$ cat config.mk
export PLATFORM = sky130hd
export DESIGN_NAME = mips_hazard_unit
export DESIGN_NICKNAME = d
export VERILOG_FILES = /design/src/rtl/mips_pkg.sv /design/src/rtl/mips_fwd_cmp.sv /design/src/rtl/mips_hazard_unit.sv
export SDC_FILE = /design/constraint.sdc
export NUM_CORES = 1
export LEC_CHECK = 0
export BUFFER_PORTS_ARGS = -buffer_cell sky130_fd_sc_hd__buf_2
export CAP_MARGIN = 20
export CORE_AREA = 2 2 81 83
export CTS_BUF_LIST = sky130_fd_sc_hd__clkbuf_8
export CTS_CLUSTER_SIZE = 10
export DETAILED_ROUTE_END_ITERATION = 16
export DIE_AREA = 0 0 83 85
export PLACE_DENSITY = 0.6
export SETUP_SLACK_MARGIN = 0.3
export SLEW_MARGIN = 20
export SYNTH_ARGS = -nofsm -noshare
export SYNTH_HDL_FRONTEND = slang
export SYNTH_HIERARCHICAL = 1
export SYNTH_SLANG_ARGS = --single-unit
$ cat constraint.sdc
create_clock -name i_clk -period 2.7 [get_ports i_clk]
set_input_delay 0.135 -clock i_clk [delete_from_list [all_inputs] [get_ports i_clk]]
set_output_delay 0.135 -clock i_clk [all_outputs]
set_load 0.05 [all_outputs]
$ cat src/rtl/mips_pkg.sv
// Shared types and constants for the MIPS hazard/forwarding controller.
package mips_pkg;

  // Widest register index a shadow entry can hold; narrower indices are zero-extended.
  localparam int unsigned MAX_RA_W = 8;

  localparam logic [1:0] FWD_RF  = 2'b00;
  localparam logic [1:0] FWD_MEM = 2'b01;
  localparam logic [1:0] FWD_WB  = 2'b10;

  typedef enum logic [1:0] {
    HZ_RUN   = 2'd0,
    HZ_STALL = 2'd1,
    HZ_FLUSH = 2'd2
  } hz_state_e;

  typedef struct packed {
    logic                valid;
    logic                wr_en;
    logic [MAX_RA_W-1:0] dst;
    logic [MAX_RA_W-1:0] rs;
    logic [MAX_RA_W-1:0] rt;
    logic                is_load;
  } shadow_entry_t;

  localparam shadow_entry_t SHADOW_BUBBLE = '0;

  // True when entry e writes a non-zero register that a used ID source reads.
  function automatic logic src_hit(
    input shadow_entry_t       e,
    input logic                use_rs,
    input logic [MAX_RA_W-1:0] rs,
    input logic                use_rt,
    input logic [MAX_RA_W-1:0] rt
  );
    return e.valid && e.wr_en && (e.dst != '0) &&
           ((use_rs && (e.dst == rs)) || (use_rt && (e.dst == rt)));
  endfunction

endpackage

$ cat src/rtl/mips_fwd_cmp.sv
// Forward-select comparator for one EX operand; the MEM producer beats the WB producer.
module mips_fwd_cmp
  import mips_pkg::*;
(
  input  logic [MAX_RA_W-1:0] i_src,
  input  logic                i_mem_wr,
  input  logic [MAX_RA_W-1:0] i_mem_dst,
  input  logic                i_wb_wr,
  input  logic [MAX_RA_W-1:0] i_wb_dst,
  output logic [1:0]          o_sel_c
);

  always_comb begin
    o_sel_c = FWD_RF;
    if (i_src != '0) begin
      if (i_mem_wr && (i_mem_dst == i_src)) begin
        o_sel_c = FWD_MEM;
      end else if (i_wb_wr && (i_wb_dst == i_src)) begin
        o_sel_c = FWD_WB;
      end
    end
  end

endmodule

$ cat src/rtl/mips_hazard_unit.sv
// Hazard/forwarding controller for the 5-stage MIPS pipeline.
// MIPS_HAZ_FORWARD_EN selects forwarding; undefined builds the interlock-only controller.
module mips_hazard_unit
  import mips_pkg::*;
#(
  parameter int unsigned NUM_REGS     = 32,
  parameter int unsigned CNT_W        = 16,
  parameter int unsigned RF_WB_BYPASS = 1
) (
  input  logic                        i_clk,
  input  logic                        i_reset,
  input  logic                        i_id_valid,
  input  logic [$clog2(NUM_REGS)-1:0] i_id_rs,
  input  logic [$clog2(NUM_REGS)-1:0] i_id_rt,
  input  logic                        i_id_use_rs,
  input  logic                        i_id_use_rt,
  input  logic                        i_id_wr_en,
  input  logic [$clog2(NUM_REGS)-1:0] i_id_wr_reg,
  input  logic                        i_id_is_load,
  input  logic                        i_br_taken,
  output logic                        o_pc_stall,
  output logic                        o_ifid_stall,
  output logic                        o_ifid_flush,
  output logic                        o_idex_flush,
  output logic                        o_exmem_flush,
  output logic [1:0]                  o_fwd_a_sel,
  output logic [1:0]                  o_fwd_b_sel,
  output logic [CNT_W-1:0]            o_stall_cnt,
  output logic [CNT_W-1:0]            o_flush_cnt,
  output logic [1:0]                  o_hz_state
);

  localparam int unsigned RA_W = $clog2(NUM_REGS);

  shadow_entry_t       r_ex, r_mem, r_wb;
  shadow_entry_t       w_id_entry;
  hz_state_e           r_state, w_state_nxt;
  logic [CNT_W-1:0]    r_stall_cnt, r_flush_cnt;
  logic                w_use_rs, w_use_rt;
  logic [MAX_RA_W-1:0] w_rs, w_rt;
  logic                w_hazard, w_flush, w_stall;
  logic                w_unused;

  assign w_use_rs = i_id_valid && i_id_use_rs;
  assign w_use_rt = i_id_valid && i_id_use_rt;
  assign w_rs     = MAX_RA_W'(i_id_rs);
  assign w_rt     = MAX_RA_W'(i_id_rt);

  // Unused sources are recorded as $0 so they can never match a producer.
  always_comb begin
    w_id_entry         = SHADOW_BUBBLE;
    w_id_entry.valid   = i_id_valid;
    w_id_entry.wr_en   = i_id_valid && i_id_wr_en;
    w_id_entry.dst     = (i_id_valid && i_id_wr_en) ? MAX_RA_W'(i_id_wr_reg) : '0;
    w_id_entry.rs      = w_use_rs ? w_rs : '0;
    w_id_entry.rt      = w_use_rt ? w_rt : '0;
    w_id_entry.is_load = i_id_valid && i_id_is_load;
  end

`ifdef MIPS_HAZ_FORWARD_EN
  // Only a load still in EX cannot be forwarded in time.
  assign w_hazard = r_ex.is_load && src_hit(r_ex, w_use_rs, w_rs, w_use_rt, w_rt);

  mips_fwd_cmp u_fwd_a (
    .i_src     (r_ex.rs),
    .i_mem_wr  (r_mem.valid && r_mem.wr_en),
    .i_mem_dst (r_mem.dst),
    .i_wb_wr   (r_wb.valid && r_wb.wr_en),
    .i_wb_dst  (r_wb.dst),
    .o_sel_c   (o_fwd_a_sel)
  );

  mips_fwd_cmp u_fwd_b (
    .i_src     (r_ex.rt),
    .i_mem_wr  (r_mem.valid && r_mem.wr_en),
    .i_mem_dst (r_mem.dst),
    .i_wb_wr   (r_wb.valid && r_wb.wr_en),
    .i_wb_dst  (r_wb.dst),
    .o_sel_c   (o_fwd_b_sel)
  );
`else
  // Without forwarding every in-flight producer blocks, except WB when the regfile bypasses.
  assign w_hazard = src_hit(r_ex,  w_use_rs, w_rs, w_use_rt, w_rt) ||
                    src_hit(r_mem, w_use_rs, w_rs, w_use_rt, w_rt) ||
                    ((RF_WB_BYPASS == 0) && src_hit(r_wb, w_use_rs, w_rs, w_use_rt, w_rt));

  assign o_fwd_a_sel = FWD_RF;
  assign o_fwd_b_sel = FWD_RF;
`endif

  assign w_unused = ^{r_wb, r_mem, r_ex, (RF_WB_BYPASS != 0)};

  // A branch is accepted once; the cycle after it is a guaranteed flush shadow.
  assign w_flush = i_reset && i_br_taken && (r_state != HZ_FLUSH);
  assign w_stall = w_hazard && !w_flush;

  assign o_pc_stall    = w_stall;
  assign o_ifid_stall  = w_stall;
  assign o_ifid_flush  = w_flush;
  assign o_idex_flush  = w_stall || w_flush;
  assign o_exmem_flush = w_flush;
  assign o_stall_cnt   = r_stall_cnt;
  assign o_flush_cnt   = r_flush_cnt;
  assign o_hz_state    = r_state;

  always_ff @(posedge i_clk or negedge i_reset) begin
    if (!i_reset) begin
      r_ex  <= SHADOW_BUBBLE;
      r_mem <= SHADOW_BUBBLE;
      r_wb  <= SHADOW_BUBBLE;
    end else begin
      r_wb  <= r_mem;
      r_mem <= w_flush ? SHADOW_BUBBLE : r_ex;
      r_ex  <= (w_flush || w_stall) ? SHADOW_BUBBLE : w_id_entry;
    end
  end

  always_ff @(posedge i_clk or negedge i_reset) begin
    if (!i_reset) begin
      r_state <= HZ_RUN;
    end else begin
      r_state <= w_state_nxt;
    end
  end

  always_comb begin
    w_state_nxt = r_state;
    case (r_state)
      HZ_RUN, HZ_STALL: begin
        if (w_flush) begin
          w_state_nxt = HZ_FLUSH;
        end else if (w_hazard) begin
          w_state_nxt = HZ_STALL;
        end else begin
          w_state_nxt = HZ_RUN;
        end
      end
      HZ_FLUSH: w_state_nxt = HZ_RUN;
      default:  w_state_nxt = HZ_RUN;
    endcase
  end

  // Saturating performance counters.
  always_ff @(posedge i_clk or negedge i_reset) begin
    if (!i_reset) begin
      r_stall_cnt <= '0;
      r_flush_cnt <= '0;
    end else begin
      if (w_stall && (r_stall_cnt != '1)) begin
        r_stall_cnt <= r_stall_cnt + CNT_W'(1);
      end
      if (w_flush && (r_flush_cnt != '1)) begin
        r_flush_cnt <= r_flush_cnt + CNT_W'(1);
      end
    end
  end

endmodule

==> impl_metrics.tcl, run 1 <==
set metrics [dict create \
    run_status "finished with violations" \
    violations "hold timing" \
    dr_total_vias 1720 \
    ys_top_cells_by_area "dfrtp_1 50%, xnor2_1 9.8%, xor2_1 8.4%, and2_1 3.6%, and3_1 3.1%" \
    pin_count 66 \
    final_hold_viol_count 15 \
    finalNonFillerCells 356 \
    crit_slowest_cell "dfrtp_1" \
    drc 0 \
    cts.path.max_buffers 2 \
    ant_nets 0 \
    finalCriticalPeriod_ps 2250 \
    cts_buffers 5 \
    critical_path_class "register to primary output" \
    cap_violations 0 \
    place_congestion 0.776 \
    dp_cells 348 \
    syn_area_mm2 0.00241 \
    hold_ws_ps -22.9 \
    grt_first_pass_wirelength_mm 7.88 \
    die-area_mm2 0.00706 \
    syn_to_final_growth_pct 21.0 \
    ff2ff_path_depth 6 \
    synth-edff-count 0 \
    cp_data_arrival_time_ps 2120 \
    worst-path-buf-inv 1 \
    grt_max_degree 49 \
    max-vdd-ir-drop_mv 0.515 \
    start_kind "register" \
    core_mm2 0.00620 \
    htree_levels 2 \
    crit_chain "xor2_1, nor4_1, a22oi_2, o22ai_2, nand2b_1, buf_2" \
    cts_sinks 48 \
    antenna_cells 0 \
    avgSynthCellArea_um2 11.3 \
    synth_ff_type "dfrtp_1" \
    cp.depth 6 \
    worstReg2RegEnd "o_stall_cnt[1]" \
    slew_violations 0 \
    fmax_mhz 444 \
    yosysTopAreaCell "dfrtp_1" \
    crit_fanout 4 \
    worstPathRequired_ps 2570 \
    wire_per_inst_um 13.4 \
    cts_tree "done" \
    pwr-share-seq 0.481 \
    ys_warn_count 6 \
    power_density_mw_per_mm2 591 \
    grt_pass1_vias 1679 \
    final.period_utilization 0.835 \
    internal_power_mw 1.15 \
    ys_ff_latch 48 \
    drive_above_1_share 0.308 \
    power.share.clock 0.303 \
    finalSetupViolations 0 \
    rsz0062_at_grt "false" \
    die_w_um 83 \
    worstHoldPathType "input port to async pin" \
    max_stage_delay_ps 450 \
    synthArstFlopShare 1.00 \
    r2r_setup_slack_ps 480 \
    cp-end-kind "primary output" \
    rows 29 \
    root_buffer "clkbuf_8" \
    critPathLaunch "r_ex[20]" \
    fin_tns_setup_ps 0 \
    drt_iter0_drc 113 \
    wirelength_mm 4.75 \
    synth_cells 214 \
    crit_family "simple AND/OR/NAND/NOR gates" \
    finalNetCount 303 \
    drtPass1Iterations 4 \
    relSlewSlack 0.590 \
    yosysSeqAreaShare 0.498 \
    worstSkewPairLatency_ps 300 \
    reg2reg_from "o_stall_cnt[0]" \
    grt.total_usage 0.141 \
    finClkSkew_ps 4.70 \
    switchingPower_mw 0.580 \
    antenna_found_initial 0 \
    synth_top_area_share 0.498 \
    dp_hpwl_mm 3.48 \
    worstMarginPinSlew_ps 614 \
    portBuffers 60 \
    yosys.cell_types.count 34 \
    fp.dieH_um 85 \
    start_util 0.389 \
    power.leakage_nw 1.51 \
    combPwrFrac 0.216 \
    p_sw_frac 0.336 \
    overflow 0 \
    viasPerCell 4.83 \
    crit_end "o_idex_flush" \
    clk_pin_slew_ps 90 \
]
## cells in the final DEF (no fill, tap or decap), types with 3 or more instances in the layout
cell	netlist	layout
conb_1	1	4
nand3_1	12	12
and3_1	12	12
nand4_1	8	8
nor2_1	8	8
xor2_1	23	23
buf_2	0	58
and4_1	4	4
inv_1	3	3
clkbuf_8	0	5
dfrtp_1	48	48
buf_4	6	5
xnor2_1	27	27
nand2_1	18	18
and2_1	14	13
## Yosys cell counts, types with 2 or more instances
library cell and number:
nand2b_1 2, dfrtp_1 48, nor4_1 4, xor2_1 23, nand4_1 8, nand2_1 18, a22oi_1 2, nor2_1 8
inv_1 3, buf_6 2, and3_1 12, or4_1 2, o211ai_2 2, nand3_1 12, and4_1 4, xnor2_1 27
ha_1 2, and2_1 14, buf_4 6
## flip-flops by register name, indices dropped and copies added (netlist names)
register     flops
o_stall_cnt     16
o_flush_cnt     16
r_mem            7
o_hz_state       2
r_ex             7
## layer usage
layer | part of all wire | track usage | up-vias
met2 | 0.46 | 0.224 | 43
met1 | 0.47 | 0.183 | 819
li1 | - | - | 850
met5 | 0 | 0 | -
met4 | 0.020 | 0.0551 | 0
met3 | 0.052 | 0.0389 | 8
## timing repair
item,CTS,global route
gates cloned,0,0
buffers inserted,0,0
resized for setup,3,4
hold buffers,0,0
pin swaps,0,2
setup endpoints to repair,8,3
## logic make-up (layout without fill, tap and decap cells)
| logic type | Yosys count | after routing | synth area share |
|---|---|---|---|
| AOI/OAI and AO/OA | 10 | 10 | 0.0482 |
| buffers and inverters | 12 | 74 | 0.0342 |
| DFF | 48 | 48 | 0.498 |
| adders and majority gates | 2 | 2 | 0.0104 |
| other | 1 | 4 | 0.00155 |
| and+or+nand+nor | 90 | 90 | 0.221 |
| xor gates and xnor gates | 50 | 50 | 0.182 |
| muxes | 1 | 1 | 0.00467 |
## how the worst min path moves through the flow
stage / endpoint / cells past startpoint / slack (ps) / from
after floorplan: o_flush_cnt[0] / 0 / -160 / i_reset
after global placement: o_stall_cnt[10] / 2 / 360 / i_reset
after detailed placement: o_stall_cnt[10] / 2 / 350 / i_reset
after CTS: r_mem[19] / 2 / 20 / i_reset
after global routing: o_stall_cnt[10] / 2 / 40 / i_reset
final: o_stall_cnt[8] / 2 / -20 / i_reset
## stage by stage
stage / area [um^2] / total power, mW / hold slack, ps / worst slack (ps) / util
6_report: 2920 / 1.73 / -22.9 / 446 / 0.470
5_1_grt: 2920 / 1.82 / 40.8 / 317 / 0.470
4_1_cts: 2900 / 1.75 / 22.6 / 294 / 0.467
3_5_place_dp: 2770 / 1.22 / 355 / 273 / 0.447
3_3_place_gp: 2770 / 1.21 / 355 / 310 / 0.447
2_1_floorplan: 2420 / 1.11 / -161 / 343 / -
## power groups by stage
stage / logic, mW / registers [mW] / clock network, mW
5_1_grt: 0.403 / 0.844 / 0.573
3_5_place_dp: 0.374 / 0.843 / 0
2_1_floorplan: 0.131 / 0.982 / 0
3_3_place_gp: 0.370 / 0.845 / 0
6_report: 0.373 / 0.830 / 0.522
4_1_cts: 0.375 / 0.831 / 0.541
## cell type report
cell class,count,area (um^2)
clock inverters,3,42.5
clock buffers,5,68.8
repair buffers,63,328
well taps,77,96.3
fillers,601,3290
multi-input cells,157,1170
inverters,3,11.3
flip-flops and latches,48,1200
Note: power is estimated with default switching activity, not from simulation.
==> run 2: changes to the inputs <==
- ABC_AREA: not set -> 1
- CORE_AREA: 2 2 81 83 -> 2 2 90 92
- DIE_AREA: 0 0 83 85 -> 0 0 92 94
- clock period: 2.7 -> 2 ns (I/O delays scaled with it)
==> run 2 against run 1 <==
Effect of this change: the flow now finishes without violations; utilization rose by 1.2 points; worst hold slack better by 37 ps; die area up 23%; synthesized cell count grew 97%; routed wire length up 48%; synthesized area up 24%; setup slack worse by 220 ps; largest power group unchanged; critical path depth up 5; via count rose by 61%; clock skew rose by 4.2 ps; final cell count rose by 65%.
==> impl_metrics.tcl, run 2 <==
set metrics [dict create \
    root_buffer "clkbuf_8" \
    synth_cells 421 \
    finalWorstSetupSlack_ps 224 \
    ys_warn_count 6 \
    synth_common_cells "137 x nand2_1, 59 x inv_1, 48 x dfrtp_1" \
    finalCriticalPeriod_ps 1780 \
    final_hold_viol_count 0 \
    place_congestion 0.800 \
    synth_ff_type "dfrtp_1" \
    worstMarginPinSlew_ps 613 \
    r2r_setup_slack_ps 330 \
    cts_tree "done" \
    synth_most_common_cell "nand2_1" \
    cp_data_arrival_time_ps 1680 \
    yosysSeqAreaShare 0.400 \
    worstSkewPairLatency_ps 300 \
    start_util 0.395 \
    finalNetCount 511 \
    synthArstFlopShare 1.00 \
    wirelength_mm 7.03 \
    grt_max_degree 49 \
    grt_pass1_vias 2691 \
    power.leakage_nw 2.08 \
    finalSetupViolations 0 \
    dp_hpwl_mm 5.04 \
    cts_sinks 48 \
    placed_area_mm2 0.00341 \
    synth_top_area_share 0.400 \
    rows 32 \
    antenna_cells 0 \
    final.period_utilization 0.888 \
    antenna_found_initial 0 \
    fill_cells 783 \
    rsz0062_at_grt "true" \
    p_total_mw 2.31 \
    critical_path_class "register to primary output" \
    final_common_cell "nand2_1" \
    start_kind "register" \
    run_status "finished clean" \
    grt.total_usage 0.170 \
    fp.dieH_um 94 \
    ant_nets 0 \
    wire_per_inst_um 11.9 \
    cts_buffers 5 \
    synth-edff-count 0 \
    die-area_mm2 0.00865 \
    yosys.cell_types.count 29 \
    portBuffers 60 \
    die_w_um 92 \
    pin_count 66 \
    syn_to_final_growth_pct 22.4 \
    ys_top_cells_by_area "dfrtp_1 40%, nand2_1 17%, inv_1 7.4%, nor2_1 5.8%, nand3_1 5.7%" \
    viasPerCell 4.71 \
    cts.path.max_buffers 2 \
    max-vdd-ir-drop_mv 0.751 \
    crit_fanout 4 \
    fmax_mhz 563 \
    dr_total_vias 2774 \
    final_cell_mix "132 x nand2_1, 57 x inv_1, 56 x buf_2" \
    finClkSkew_ps 8.86 \
    hold_ws_ps 14.6 \
    core_mm2 0.00761 \
    slew_violations 0 \
    drtPass1Iterations 4 \
    pre_cts_ws_ps 272 \
    yosysTopAreaCell "dfrtp_1" \
    worstHoldPathType "input port to register" \
    avgSynthCellArea_um2 7.13 \
    overflow 0 \
    htree_levels 2 \
    fin_area_mm2 0.00367 \
    drt_iter0_drc 92 \
    grt_first_pass_wirelength_mm 11.8 \
    worstPathRequired_ps 1900 \
    power_density_mw_per_mm2 629 \
    syn_area_mm2 0.00300 \
    clk_pin_slew_ps 90 \
    relSlewSlack 0.591 \
    cap_violations 0 \
    drc 0 \
    drive_above_1_share 0.290 \
    cp-end-kind "primary output" \
    ys_ff_latch 48 \
]
run 2: cell types whose count changed after synthesis, moves of 5 or more:
cell / previous run / this run
nand3_2: 0 / 5
nor2_1: 8 / 46
xor2_1: 23 / 9
nand4_1: 8 / 16
xnor2_1: 27 / 4
and3_1: 12 / 0
nand3_1: 12 / 34
and2_1: 14 / 0
nand2_2: 0 / 8
nand2_1: 18 / 137
inv_2: 0 / 11
inv_1: 3 / 59
nor2_2: 0 / 6
nor3_1: 0 / 5
run 2: worst max-delay path: stages, from the launching register on:
cell and delay, ps:
dfrtp_1 420, inv_2 60, nand2_1 50, nand2_1 60, nor2_1 120, nand3_1 110, nand2_2 110, nand2_4 60
nand2_4 70, nand2_4 60, clkinvlp_4 90, buf_8 150
run 2: metrics by stage:
| step | utilization | std cells | setup TNS (ps) |
|---|---|---|---|
| CTS | 0.472 | 586 | 0 |
| detailed placement | 0.448 | 575 | 0 |
| global route | 0.483 | 589 | 0 |
| finish | 0.483 | 589 | 0 |
| global placement | 0.448 | 575 | 0 |
| floorplan | - | 424 | -46.2 |
run 2: timing repair:
action / 4_1_cts / 5_1_grt
cloned: 0 / 1
setup endpoints to repair: 6 / 26
hold buffers: 1 / 0
endpoints found under the hold margin: 48 / 0
setup buffers: 2 / 2
pin swaps: 5 / 6
gates resized for setup: 16 / 13
run 2: per-layer routing:
| metal | GRT usage | up-vias | part of all wire |
|---|---|---|---|
| met3 | 0.0361 | 11 | 0.050 |
| met4 | 0.0721 | 0 | 0.020 |
| met2 | 0.285 | 56 | 0.48 |
| met1 | 0.215 | 1288 | 0.45 |
| li1 | - | 1419 | - |
| met5 | 0 | - | 0 |
run 2: logic make-up (layout without fill, tap and decap cells):
group / count (synthesis) / after routing / synth area share
simple gates: 268 / 269 / 0.407
buf+inv: 84 / 146 / 0.129
flops: 48 / 48 / 0.400
xor+xnor: 14 / 14 / 0.0434
compound gates: 4 / 4 / 0.0104
fa+ha+maj: 2 / 2 / 0.00834
other cells: 1 / 4 / 0.00125
run 2: cell type report:
type	instances	area (um^2)	share of cell area
clock buffer	7	96.3	0.0262
clock inverter	1	3.75	0.00102
inverter	70	272	0.0739
multi-input combinational	293	1570	0.427
sequential	48	1210	0.331
tap	102	128	0.0347
timing repair buffer	68	392	0.107
run 2: power by group:
group	switching, mW	total (mW)	leakage (nW)	internal, mW
combinational	0.408	0.550	1.39	0.142
clock	0.329	0.640	0.0557	0.311
sequential	0.0777	1.12	0.631	1.04
run 2: worst paths after layout:
check                                from        endpoint  cells past startpoint
max                              r_ex[20]      o_pc_stall                     11
min                        i_id_wr_reg[4]        r_ex[21]                      3
max reg2reg                      r_ex[20]  o_stall_cnt[9]                     11
min reg2reg                      r_ex[26]       r_mem[26]                      2
max in group asynchronous         i_reset   o_hz_state[1]                      3
min in group asynchronous         i_reset  o_stall_cnt[2]                      3
==> run 3: changes to the inputs <==
- RECOVER_POWER: not set -> 50
==> run 3 against run 2 <==
Effect of this change: clock-buffer cell count unchanged; sequential power about the same; first-iteration DRC count grew 7.6%; critical path type unchanged.
==> impl_metrics.tcl, run 3 (synthesis results as in run 2) <==
set metrics [dict create \
    pin_count 66 \
    dp_hpwl_mm 5.04 \
    fmax_mhz 563 \
    crit_family "simple AND/OR/NAND/NOR gates" \
    final_common_cell "nand2_1" \
    viasPerCell 4.70 \
    final_cell_mix "132 x nand2_1, 57 x inv_1, 42 x nor2_1" \
    ant_nets 0 \
    critical_path_class "register to primary output" \
    worstPathRequired_ps 1900 \
    max-vdd-ir-drop_mv 0.740 \
    cap_violations 0 \
    fp.dieH_um 94 \
    combPwrFrac 0.234 \
    cts_sinks 48 \
    slew_violations 0 \
    dr_total_vias 2767 \
    cp_data_arrival_time_ps 1680 \
    crit_slowest_cell "dfrtp_1" \
    reg2reg_from "r_ex[20]" \
    start_kind "register" \
    finalCriticalPeriod_ps 1780 \
    path_common_cell "nand2_4" \
    critPathLaunch "r_ex[20]" \
    min-delay-start "i_id_wr_reg[4]" \
    grt_first_pass_wirelength_mm 11.8 \
    drtPass1Iterations 4 \
    cts.path.max_buffers 2 \
    final.period_utilization 0.888 \
    grt.total_usage 0.170 \
    final_hold_viol_count 0 \
    postLayoutCoreUtil 0.479 \
    crit_chain "inv_2, nand2_1, nand2_1, nor2_1, nand3_1, nand2_2, nand2_4, nand2_4, nand2_4, clkinvlp_4, buf_8" \
    wire_per_inst_um 11.9 \
    portBuffers 60 \
    internal_power_mw 1.48 \
    wirelength_mm 7.00 \
    p_total_mw 2.30 \
    place_congestion 0.800 \
    drc 0 \
    antenna_cells 0 \
    p_sw_frac 0.354 \
    root_buffer "clkbuf_8" \
    register_area_mm2 0.00121 \
    finalNetCount 511 \
    run_status "finished clean" \
    rsz0062_at_grt "true" \
    syn_to_final_growth_pct 21.5 \
    core_mm2 0.00761 \
    cts_tree "done" \
    drt_iter0_drc 99 \
    pwr-share-seq 0.488 \
    htree_levels 2 \
    power.share.clock 0.278 \
    power_density_mw_per_mm2 630 \
    overflow 0 \
    worstMarginPinSlew_ps 1210 \
    antenna_found_initial 0 \
    die_w_um 92 \
    worstHoldPathType "input port to register" \
    multiInputGateArea_mm2 0.00157 \
    fill_cells 794 \
    die-area_mm2 0.00865 \
    finalSetupViolations 0 \
    worstSkewPairLatency_ps 300 \
    power.leakage_nw 2.01 \
    grt_max_degree 49 \
    switchingPower_mw 0.814 \
    rows 32 \
    start_util 0.395 \
    finClkSkew_ps 8.77 \
    clk_pin_slew_ps 90 \
    relSlewSlack 0.191 \
    max_stage_delay_ps 420 \
    cp-end-kind "primary output" \
    worst-path-buf-inv 3 \
    grt_pass1_vias 2691 \
    cts_buffers 5 \
    crit_fanout 4 \
    drive_above_1_share 0.251 \
]
-- run 3: metal layers --
layer,track usage,share of wire,vias up
li1,-,-,1417
met1,0.215,0.46,1285
met2,0.285,0.47,54
met3,0.0361,0.051,11
met4,0.0721,0.020,0
met5,0,0,-
-- run 3: area by class of cell --
cell class,count,area share
multi-input combinational,293,0.430
timing repair buffer,68,0.100
clock inverter,1,0.00103
sequential,48,0.333
tap,102,0.0350
inverter,70,0.0744
clock buffer,7,0.0264
-- run 3: repair_timing --
action	in CTS	in global routing
setup buffers	2	2
hold endpoints to repair	48	0
resized for setup	16	13
pin swaps	5	6
hold buffers	1	0
cloned	0	1
endpoints found under the setup margin	6	26
-- run 3: final timing paths --
| check | cells past startpoint | end | slack (ps) |
|---|---|---|---|
| worst max-delay path | 11 | o_pc_stall | 220 |
| worst min-delay path | 3 | r_ex[21] | 20 |
| worst max register to register | 11 | o_stall_cnt[9] | 330 |
| worst min register to register | 2 | r_mem[26] | 500 |
| max in group asynchronous | 3 | o_hz_state[1] | 430 |
| min in group asynchronous | 3 | o_stall_cnt[13] | 770 |
-- run 3: per-stage QoR --
stage	cell area [um^2]	worst slack, ps	instances	TNS (ps)	hold WS [ps]
final	3650	225	589	0	15.3
after global routing	3650	99.5	589	0	6.98
after CTS	3590	199	586	0	3.27
after detailed placement	3410	272	575	0	271
after global placement	3410	311	575	0	281
after floorplan	3100	-46.2	424	-46.2	-196
-- run 3: tightest hold or removal path, delay by kind of cell --
family	cells	cell delay (ps)
simple gates	2	90
buf+inv	1	100
-- run 3: power groups by stage --
| stage | Sequential, mW | Clock (mW) | Combinational, mW |
|---|---|---|---|
| after floorplan | 1.30 | 0 | 0.230 |
| after global placement | 1.14 | 0 | 0.531 |
| after detailed placement | 1.14 | 0 | 0.540 |
| after CTS | 1.12 | 0.666 | 0.547 |
| after global routing | 1.13 | 0.703 | 0.592 |
| final | 1.12 | 0.639 | 0.537 |
